===== src/rtl/cpu_pkg.sv =====
// ============================================================================
// Module      : cpu_pkg
// Description : Shared constants and the stage-action type for the MIPS core.
// Revision    : 1.0 - initial release
// ============================================================================
`default_nettype none

package cpu_pkg;

    localparam int OPC_MSB = 31;
    localparam int OPC_LSB = 26;
    localparam int RS_MSB  = 25;
    localparam int RS_LSB  = 21;
    localparam int RT_MSB  = 20;
    localparam int RT_LSB  = 16;

    localparam logic [5:0]  LOAD_OP  = 6'h23;
    localparam logic [31:0] NOP_WORD = 32'h0000_0000;

    typedef enum logic [1:0] {
        ST_FREEZE  = 2'd0,
        ST_FLUSH   = 2'd1,
        ST_BUBBLE  = 2'd2,
        ST_ADVANCE = 2'd3
    } stage_e;

endpackage

`default_nettype wire


===== src/rtl/hazard_detect.sv =====
// ============================================================================
// Module      : hazard_detect
// Description : Load-use hazard between the ID/EX load and the IF/ID consumer.
// Revision    : 1.0 - initial release
// ============================================================================
`default_nettype none

module hazard_detect #(
    parameter logic [5:0] LOAD_OP = 6'h23
) (
    input  logic [5:0] ie_opcode,
    input  logic [4:0] ie_rt,
    input  logic [4:0] ii_rs,
    input  logic [4:0] ii_rt,
    output logic       hz
);

    // rt == 0 writes $zero, so a load targeting it can never feed a consumer
    assign hz = (ie_opcode == LOAD_OP) && (ie_rt != 5'd0) &&
                ((ie_rt == ii_rs) || (ie_rt == ii_rt));

endmodule

`default_nettype wire


===== src/rtl/instr_pipe_regs.sv =====
// ============================================================================
// Module      : instr_pipe_regs
// Description : IF/ID, ID/EX, EX/MEM, MEM/WB instruction latches with
//               freeze / flush / load-use bubble control and hazard counters.
// Revision    : 1.0 - initial release
// ============================================================================
`default_nettype none

module instr_pipe_regs #(
    parameter logic [5:0]  LOAD_OP  = cpu_pkg::LOAD_OP,
    parameter logic [31:0] NOP_WORD = cpu_pkg::NOP_WORD,
    parameter int unsigned CNT_W    = 16
) (
    input  logic             clk,
    input  logic             rst_n,
    input  logic [31:0]      imem_data,
    input  logic             imem_valid,
    input  logic             branch_taken,
    input  logic             ext_stall,
    output logic [31:0]      iiO,
    output logic [31:0]      ieO,
    output logic [31:0]      emO,
    output logic [31:0]      mwO,
    output logic             pc_we,
    output logic             load_use_stall,
    output logic [CNT_W-1:0] stall_cnt,
    output logic [CNT_W-1:0] flush_cnt
);

    import cpu_pkg::*;

    logic [31:0]      r_ii_q, r_ie_q, r_em_q, r_mw_q;
    logic [31:0]      w_ii_d, w_ie_d, w_em_d, w_mw_d;
    logic [CNT_W-1:0] r_stall_cnt_q, r_flush_cnt_q;
    logic [CNT_W-1:0] w_stall_cnt_d, w_flush_cnt_d;
    logic             w_hz;
    stage_e           w_stage;

    hazard_detect #(
        .LOAD_OP (LOAD_OP)
    ) u_hazard_detect (
        .ie_opcode (r_ie_q[OPC_MSB:OPC_LSB]),
        .ie_rt     (r_ie_q[RT_MSB:RT_LSB]),
        .ii_rs     (r_ii_q[RS_MSB:RS_LSB]),
        .ii_rt     (r_ii_q[RT_MSB:RT_LSB]),
        .hz        (w_hz)
    );

    always_comb begin
        w_stage = ST_ADVANCE;
        if (ext_stall) begin
            w_stage = ST_FREEZE;
        end else if (branch_taken) begin
            w_stage = ST_FLUSH;
        end else if (w_hz) begin
            w_stage = ST_BUBBLE;
        end
    end

    always_comb begin
        w_ii_d         = r_ii_q;
        w_ie_d         = r_ie_q;
        w_em_d         = r_em_q;
        w_mw_d         = r_mw_q;
        w_stall_cnt_d  = r_stall_cnt_q;
        w_flush_cnt_d  = r_flush_cnt_q;
        pc_we          = 1'b0;
        load_use_stall = 1'b0;
        unique case (w_stage)
            ST_FREEZE: begin
            end
            ST_FLUSH: begin
                w_ii_d        = NOP_WORD;
                w_ie_d        = NOP_WORD;
                w_em_d        = r_ie_q;
                w_mw_d        = r_em_q;
                pc_we         = 1'b1;
                w_flush_cnt_d = (&r_flush_cnt_q) ? r_flush_cnt_q
                                                 : r_flush_cnt_q + CNT_W'(1);
            end
            ST_BUBBLE: begin
                w_ie_d         = NOP_WORD;
                w_em_d         = r_ie_q;
                w_mw_d         = r_em_q;
                load_use_stall = 1'b1;
                w_stall_cnt_d  = (&r_stall_cnt_q) ? r_stall_cnt_q
                                                  : r_stall_cnt_q + CNT_W'(1);
            end
            ST_ADVANCE: begin
                w_ii_d = imem_valid ? imem_data : NOP_WORD;
                w_ie_d = r_ii_q;
                w_em_d = r_ie_q;
                w_mw_d = r_em_q;
                pc_we  = imem_valid;
            end
            default: begin
            end
        endcase
    end

    always_ff @(posedge clk or negedge rst_n) begin
        if (!rst_n) begin
            r_ii_q        <= NOP_WORD;
            r_ie_q        <= NOP_WORD;
            r_em_q        <= NOP_WORD;
            r_mw_q        <= NOP_WORD;
            r_stall_cnt_q <= '0;
            r_flush_cnt_q <= '0;
        end else begin
            r_ii_q        <= w_ii_d;
            r_ie_q        <= w_ie_d;
            r_em_q        <= w_em_d;
            r_mw_q        <= w_mw_d;
            r_stall_cnt_q <= w_stall_cnt_d;
            r_flush_cnt_q <= w_flush_cnt_d;
        end
    end

    assign iiO       = r_ii_q;
    assign ieO       = r_ie_q;
    assign emO       = r_em_q;
    assign mwO       = r_mw_q;
    assign stall_cnt = r_stall_cnt_q;
    assign flush_cnt = r_flush_cnt_q;

endmodule

`default_nettype wire


===== config.mk =====
export PLATFORM = sky130hd
export DESIGN_NAME = instr_pipe_regs
export DESIGN_NICKNAME = d
export VERILOG_FILES = /design/src/rtl/cpu_pkg.sv /design/src/rtl/hazard_detect.sv /design/src/rtl/instr_pipe_regs.sv
export SDC_FILE = /design/constraint.sdc
export NUM_CORES = 1
export LEC_CHECK = 0
export CORE_AREA = 2 2 122 124
export CTS_CLUSTER_DIAMETER = 100
export DETAILED_ROUTE_END_ITERATION = 8
export DIE_AREA = 0 0 124 126
export PLACE_DENSITY = 0.85
export SYNTH_ARGS = -nofsm -noshare
export SYNTH_HDL_FRONTEND = slang
export SYNTH_SLANG_ARGS = --single-unit

===== constraint.sdc =====
create_clock -name clk -period 2.59 [get_ports clk]
set_input_delay 0.518 -clock clk [delete_from_list [all_inputs] [get_ports clk]]
set_output_delay 0.518 -clock clk [all_outputs]
set_load 0.005 [all_outputs]

==> flow_metrics.tcl, run 1 <==
set metrics [dict create \
    clkTransAtPathRegs_ns 0.07 \
    ios 199 \
    gr-total-overflow 0 \
    synth.distinct_cells 44 \
    io_buffer_count 198 \
    initial_core_util_pct 45.94 \
    fin_crit_sh_pct 97.66 \
    vias 4805 \
    peakVddDrop_uv 414.4 \
    seq_area_frac_synth_pct 60.89 \
    route.detailed.drc 0 \
    cts_tree "built" \
    worstSetupPathType "reg -> reg" \
    synth_top_cells_by_area "dfrtp_1 (61%), mux2_2 (11%), a22o_2 (7.3%)" \
    synth_fp_nets 502 \
    avgSynthCellArea_um2 14.20 \
    max_freq_mhz 395.3 \
    finalHoldViolations 0 \
    final_util_pct 66.26 \
    drt_wl_total_um 17060 \
    crit_required_ns 2.95 \
    core-area_mm2 0.01431 \
    hold_class "in -> async" \
    worst_slew_pin_slew_ns 1.043 \
    arrival_ns 2.89 \
    multi_input_area_mm2 0.002449 \
    dr.pass1.iters 4 \
    synth_cells 463 \
    finalPower_mw 6.074 \
    synthesis.area_mm2 0.006575 \
    yosys.area.top_type "dfrtp_1" \
    worst_skew_pair.late_latency_ns 0.42 \
    maxCapViolCount 0 \
    cp-end-kind "register" \
    detail-route-antenna-nets 0 \
    cts_sinks 160 \
    place.gp.congestion 0.8941 \
    power_density_mw_per_mm2 640.5 \
    synth-seq-cells 160 \
    grt_pass1_vias 5035 \
    via_per_inst 5.429 \
    num-fill-cells 1025 \
    area_growth_pct 44.24 \
    outcome "complete, no violations" \
    rows 44 \
    cts.htree.levels 4 \
    layout.nets 727 \
    setup_viol 0 \
    antenna_found_initial 0 \
    synth_edf_count 0 \
    synth_top_area_share_pct 60.89 \
    grt_start_max_net_pins 88 \
    drtIter0Drc 218 \
    drv_slew 0 \
    synth_ff_type "dfrtp_1" \
    mostFrequentLayoutCells "clkdlybuf4s50_1 (194), dfrtp_1 (157), mux2_2 (66)" \
    grt_pass1_wl_um 27040 \
    antenna_cells 0 \
    reg2reg_depth 5 \
    final_common_cell "clkdlybuf4s50_1" \
    drive_above_1_share_pct 28.96 \
    cts_buffer_depth 2 \
    die_x_um 124 \
    synth-async-reset-ratio_pct 100.0 \
    ff_latch_area_mm2 0.004008 \
    wl_per_cell_um 19.28 \
    start_kind "register" \
    relSlewSlack_pct 30.50 \
    cts_buffers 17 \
    floorplan.die.height_um 126 \
    crit_path_max_fanout 32 \
    ctsRootBufferMaster "clkbuf_16" \
    yosys_warnings 0 \
    die_area_mm2 0.01562 \
    grt_use_total_pct 22.39 \
    fin_skew_ns 0.01038 \
    p_leak_nw 4.305 \
    period_needed_ns 2.529 \
    dp_hpwl_um 11750 \
]
-- registers in the layout, indices dropped and copies added (netlist names) --
name and flops:
ieO 32, mwO 32, flush_cnt 16, iiO 32, stall_cnt 16, emO 32
-- worst paths after layout --
check	startpoint	endpoint	slack [ns]
hold / removal	rst_n	emO[8]$_DFFE_PN0P_	0.06
setup / recovery	ieO[18]$_DFFE_PN0P_	ieO[16]$_DFFE_PN0P_	0.06
max in group asynchronous	rst_n	emO[12]$_DFFE_PN0P_	1.79
hold reg to reg	flush_cnt[8]$_DFFE_PN0P_	flush_cnt[8]$_DFFE_PN0P_	0.50
setup reg to reg	ieO[18]$_DFFE_PN0P_	ieO[16]$_DFFE_PN0P_	0.06
min in group clk	ext_stall	ieO[30]$_DFFE_PN0P_	0.47
-- cells in the mapped netlist, types with 2 or more instances --
library cell,number
nand4_1,15
nor3_1,6
dfrtp_1,160
xor2_1,11
and3_1,9
xnor2_1,24
inv_1,5
nand3_1,11
buf_6,6
a22o_1,16
mux2i_1,2
nand2_1,18
buf_2,6
nor2_1,10
nand2b_1,2
a22o_2,48
a31oi_1,4
a2111oi_2,2
nor4_1,5
mux2_2,66
a21oi_4,2
or4_1,2
buf_1,5
clkbuf_1,6
and4_1,2
ha_1,2
-- per-layer routing --
metal	vias up	share of wire (%)	global-route usage (%)
met5	-	0	0
met4	0	2.2	8.724
met3	31	4.5	4.937
met2	150	52	36.65
met1	2440	41	28.97
li1	2184	-	-
-- critical path, cell delays in order (launching register included) --
cell     delay [ns]
dfrtp_2        0.43
or4_4          0.58
buf_4          0.16
o211a_4        0.26
a21oi_4        0.75
a22o_2         0.29
-- power breakdown --
| group | total (mW) | internal (mW) | switching [mW] |
|---|---|---|---|
| registers | 2.81 | 2.65 | 0.162 |
| clock network | 2.40 | 1.36 | 1.04 |
| logic | 0.862 | 0.519 | 0.343 |
| total | 6.07 | 4.53 | 1.54 |
-- cells by family after synthesis --
family / Yosys count / share of synthesized area [%]
mux: 69 / 11.78
flops: 160 / 60.89
fa+ha+maj: 2 / 0.3805
simple gates: 87 / 7.536
buf+inv: 28 / 2.398
compound gates: 82 / 12.35
xor+xnor: 35 / 4.662
-- per-stage QoR --
step	TNS, ns	cell area (um2)	setup WS [ns]	hold slack, ns	std cells
6_report	0	9484	0.06056	0.05503	885
5_1_grt	-0.07530	9484	-0.01605	0.07872	885
4_1_cts	0	9454	0.0002065	0.05713	882
3_5_place_dp	-7.419	8817	-0.1457	0.4952	843
3_3_place_gp	-4.682	8817	-0.1325	0.4857	843
2_1_floorplan	0	6575	0.4458	0.2224	463
-- what timing repair did --
item / in CTS / in global routing
pin swaps: 7 / 5
gates cloned: 0 / 1
endpoints found under the setup margin: 2 / 30
buffers inserted: 7 / 2
hold buffers: 0 / 0
gates resized for setup: 14 / 3
-- final cells by class --
class,count,area share (%)
Sequential cell,160,42.26
Multi-Input combinational cell,276,25.82
Timing Repair Buffer,228,23.32
Clock buffer,18,4.631
Tap cell,184,2.427
Clock inverter,14,1.346
Inverter,5,0.1979
Power figures use the tool's default switching activity.
==> run 2, diff against run 1 <==
--- a/config.mk
+++ b/config.mk
@@ -9,6 +9,7 @@
 export CTS_CLUSTER_DIAMETER = 100
 export DETAILED_ROUTE_END_ITERATION = 8
 export DIE_AREA = 0 0 124 126
+export GPL_ROUTABILITY_DRIVEN = 0
 export PLACE_DENSITY = 0.85
 export SYNTH_ARGS = -nofsm -noshare
 export SYNTH_HDL_FRONTEND = slang
==> results of run 2 <==
The final DEF is identical to that of run 1; final timing and power are the same.
==> run 3, diff against run 2 <==
==> constraint.sdc (replaced) <==
create_clock -name clk -period 2.59 [get_ports clk]
set_input_delay 0.518 -clock clk [delete_from_list [all_inputs] [get_ports clk]]
set_output_delay 0.518 -clock clk [all_outputs]
set_load 0.02 [all_outputs]
==> run 3 against run 2 <==
Clock skew decreased by 0.00069 ns. First-iteration DRC count is 53% higher. Critical endpoint is now load_use_stall. Sequential share of layout area about the same. Final cell count fell by 0.79%. Critical path depth is 1 higher. Total power rose by 5.6%. Clock-buffer cell count is 5 higher. Worst hold slack better by 0.0046 ns. Clock power up 8%. Sequential power barely moved. Wire length shrank 1.7%.
==> flow_metrics.tcl, run 3 (synthesized netlist as in run 1, its figures left out) <==
set metrics [dict create \
    outcome "complete, no violations" \
    fin_crit_sh_pct 95.03 \
    ctsHoldBuffers 0 \
    worst_slew_pin_slew_ns 0.9597 \
    layout.nets 721 \
    switchingPower_mw 1.639 \
    drv_slew 0 \
    layout_setup_ws_ns 0.1287 \
    antenna_cells 0 \
    hold_slack_ns 0.05963 \
    place_ws_ns -0.2553 \
    crit_required_ns 2.07 \
    final_common_cell "clkdlybuf4s50_1" \
    drt_wl_total_um 16770 \
    p_clk_share_pct 40.3 \
    cts_setup_buffers 0 \
    maxCapViolCount 0 \
    clkTransAtPathRegs_ns 0.07 \
    gr-total-overflow 0 \
    sw_frac_of_total_pct 25.56 \
    p_int_mw 4.775 \
    die_area_mm2 0.01562 \
    cts_resized 11 \
    arrival_ns 1.94 \
    peakVddDrop_uv 414.7 \
    route.detailed.drc 0 \
    grt_pass1_wl_um 26420 \
    floorplan.die.height_um 126 \
    cts_tree "built" \
    finalPower_mw 6.415 \
    start_kind "register" \
    ff_latch_area_mm2 0.004004 \
    num-fill-cells 1044 \
    crit_path_max_fanout 5 \
    io_buffer_count 198 \
    vias 4805 \
    fin_skew_ns 0.009688 \
    pwr-share-comb_pct 15.9 \
    dpl_cell_area_mm2 0.008860 \
    mostFrequentLayoutCells "clkdlybuf4s50_1 (194), dfrtp_1 (160), mux2_2 (66)" \
    ctsRootBufferMaster "clkbuf_16" \
    cts_buffer_depth 2 \
    cts_buffers 17 \
    finalHoldViolations 0 \
    max_freq_mhz 406.3 \
    cp-end-kind "primary output" \
    detail-route-antenna-nets 0 \
    grt_start_max_net_pins 66 \
    relSlewSlack_pct 35.88 \
    drtIter0Drc 334 \
    setup_viol 0 \
    stdcell_area_mm2 0.009472 \
    wl_per_cell_um 19.10 \
    period_needed_ns 2.461 \
    rsz0062_at_grt "false" \
    hold_class "in -> async" \
    area_growth_pct 44.05 \
    dr.pass1.iters 4 \
    rows 44 \
    grt_pass1_vias 4950 \
    worstSetupPathType "reg -> out" \
    dp_hpwl_um 11820 \
    pwr-share-seq_pct 43.9 \
    worst_skew_pair.late_latency_ns 0.42 \
    cts_sinks 160 \
    grt_use_total_pct 22.05 \
    cts.htree.levels 4 \
    power_density_mw_per_mm2 677.3 \
    multi_input_area_mm2 0.002420 \
    drive_above_1_share_pct 27.09 \
    via_per_inst 5.473 \
    ios 199 \
    p_leak_nw 4.303 \
    die_x_um 124 \
    antenna_found_initial 0 \
    initial_core_util_pct 45.94 \
    core-area_mm2 0.01431 \
]
==> run 3: changes by cell type in the layout (fill, tap and decap cells not counted), moves of 2 or more <==
cell | previous run | this run
dfrtp_2 | 3 | 0
xnor2_1 | 22 | 24
bufinv_16 | 1 | 3
xnor2_2 | 2 | 0
inv_6 | 6 | 1
clkbuf_8 | 1 | 4
dfrtp_1 | 157 | 160
buf_4 | 29 | 24
clkinv_2 | 3 | 1
clkinvlp_4 | 4 | 2
clkbuf_1 | 0 | 2
==> run 3: through the flow <==
stage | utilization, % | setup TNS, ns | std cells
after global routing | 66.17 | 0 | 878
after detailed placement | 61.90 | -4.986 | 847
after floorplan | - | 0 | 463
after global placement | 61.90 | -4.305 | 847
final | 66.17 | 0 | 878
after CTS | 66.17 | 0 | 878
==> run 3: cell type report <==
class,count,share of cell area (%)
repair buffers,223,23.05
inverters,5,0.1982
flip-flops and latches,160,42.27
clock inverters,8,1.347
well taps,184,2.431
clock buffers,23,5.152
multi-input cells,275,25.55
==> run 3: power by group through the flow <==
stage	logic, mW	clock network, mW	registers (mW)
2_1_floorplan	0.306	0	3.01
3_3_place_gp	1.00	0	2.84
3_5_place_dp	1.02	0	2.85
4_1_cts	1.03	2.63	2.81
5_1_grt	1.08	2.74	2.83
6_report	1.02	2.58	2.81
==> run 3: worst paths after layout <==
check	start	to	slack, ns	cells after the start
setup reg to reg	ieO[16]$_DFFE_PN0P_	ieO[13]$_DFFE_PN0P_	0.24	4
setup / recovery	ieO[16]$_DFFE_PN0P_	load_use_stall	0.13	6
max in group asynchronous	rst_n	mwO[13]$_DFFE_PN0P_	1.81	2
hold / removal	rst_n	ieO[6]$_DFFE_PN0P_	0.06	1
min in group clk	mwO[26]$_DFFE_PN0P_	mwO[26]$_DFFE_PN0P_	0.50	1
hold reg to reg	mwO[26]$_DFFE_PN0P_	mwO[26]$_DFFE_PN0P_	0.50	1
==> run 3: worst max-delay path: stages (launching register included) <==
cell,delay [ns]
dfrtp_1,0.38
buf_4,0.16
xnor2_1,0.15
nand3_1,0.13
o22a_2,0.31
nor3_2,0.20
buf_2,0.19
==> run 3: routing by layer <==
| metal | part of all wire [%] | vias up | wire [um] | GRT usage, % |
|---|---|---|---|---|
| li1 | - | 2175 | - | - |
| met1 | 43 | 2413 | 7155 | 28.67 |
| met2 | 50 | 182 | 8402 | 35.39 |
| met3 | 4.5 | 35 | 748 | 4.484 |
| met4 | 2.8 | 0 | 464 | 10.31 |
| met5 | 0 | - | 0 | 0 |
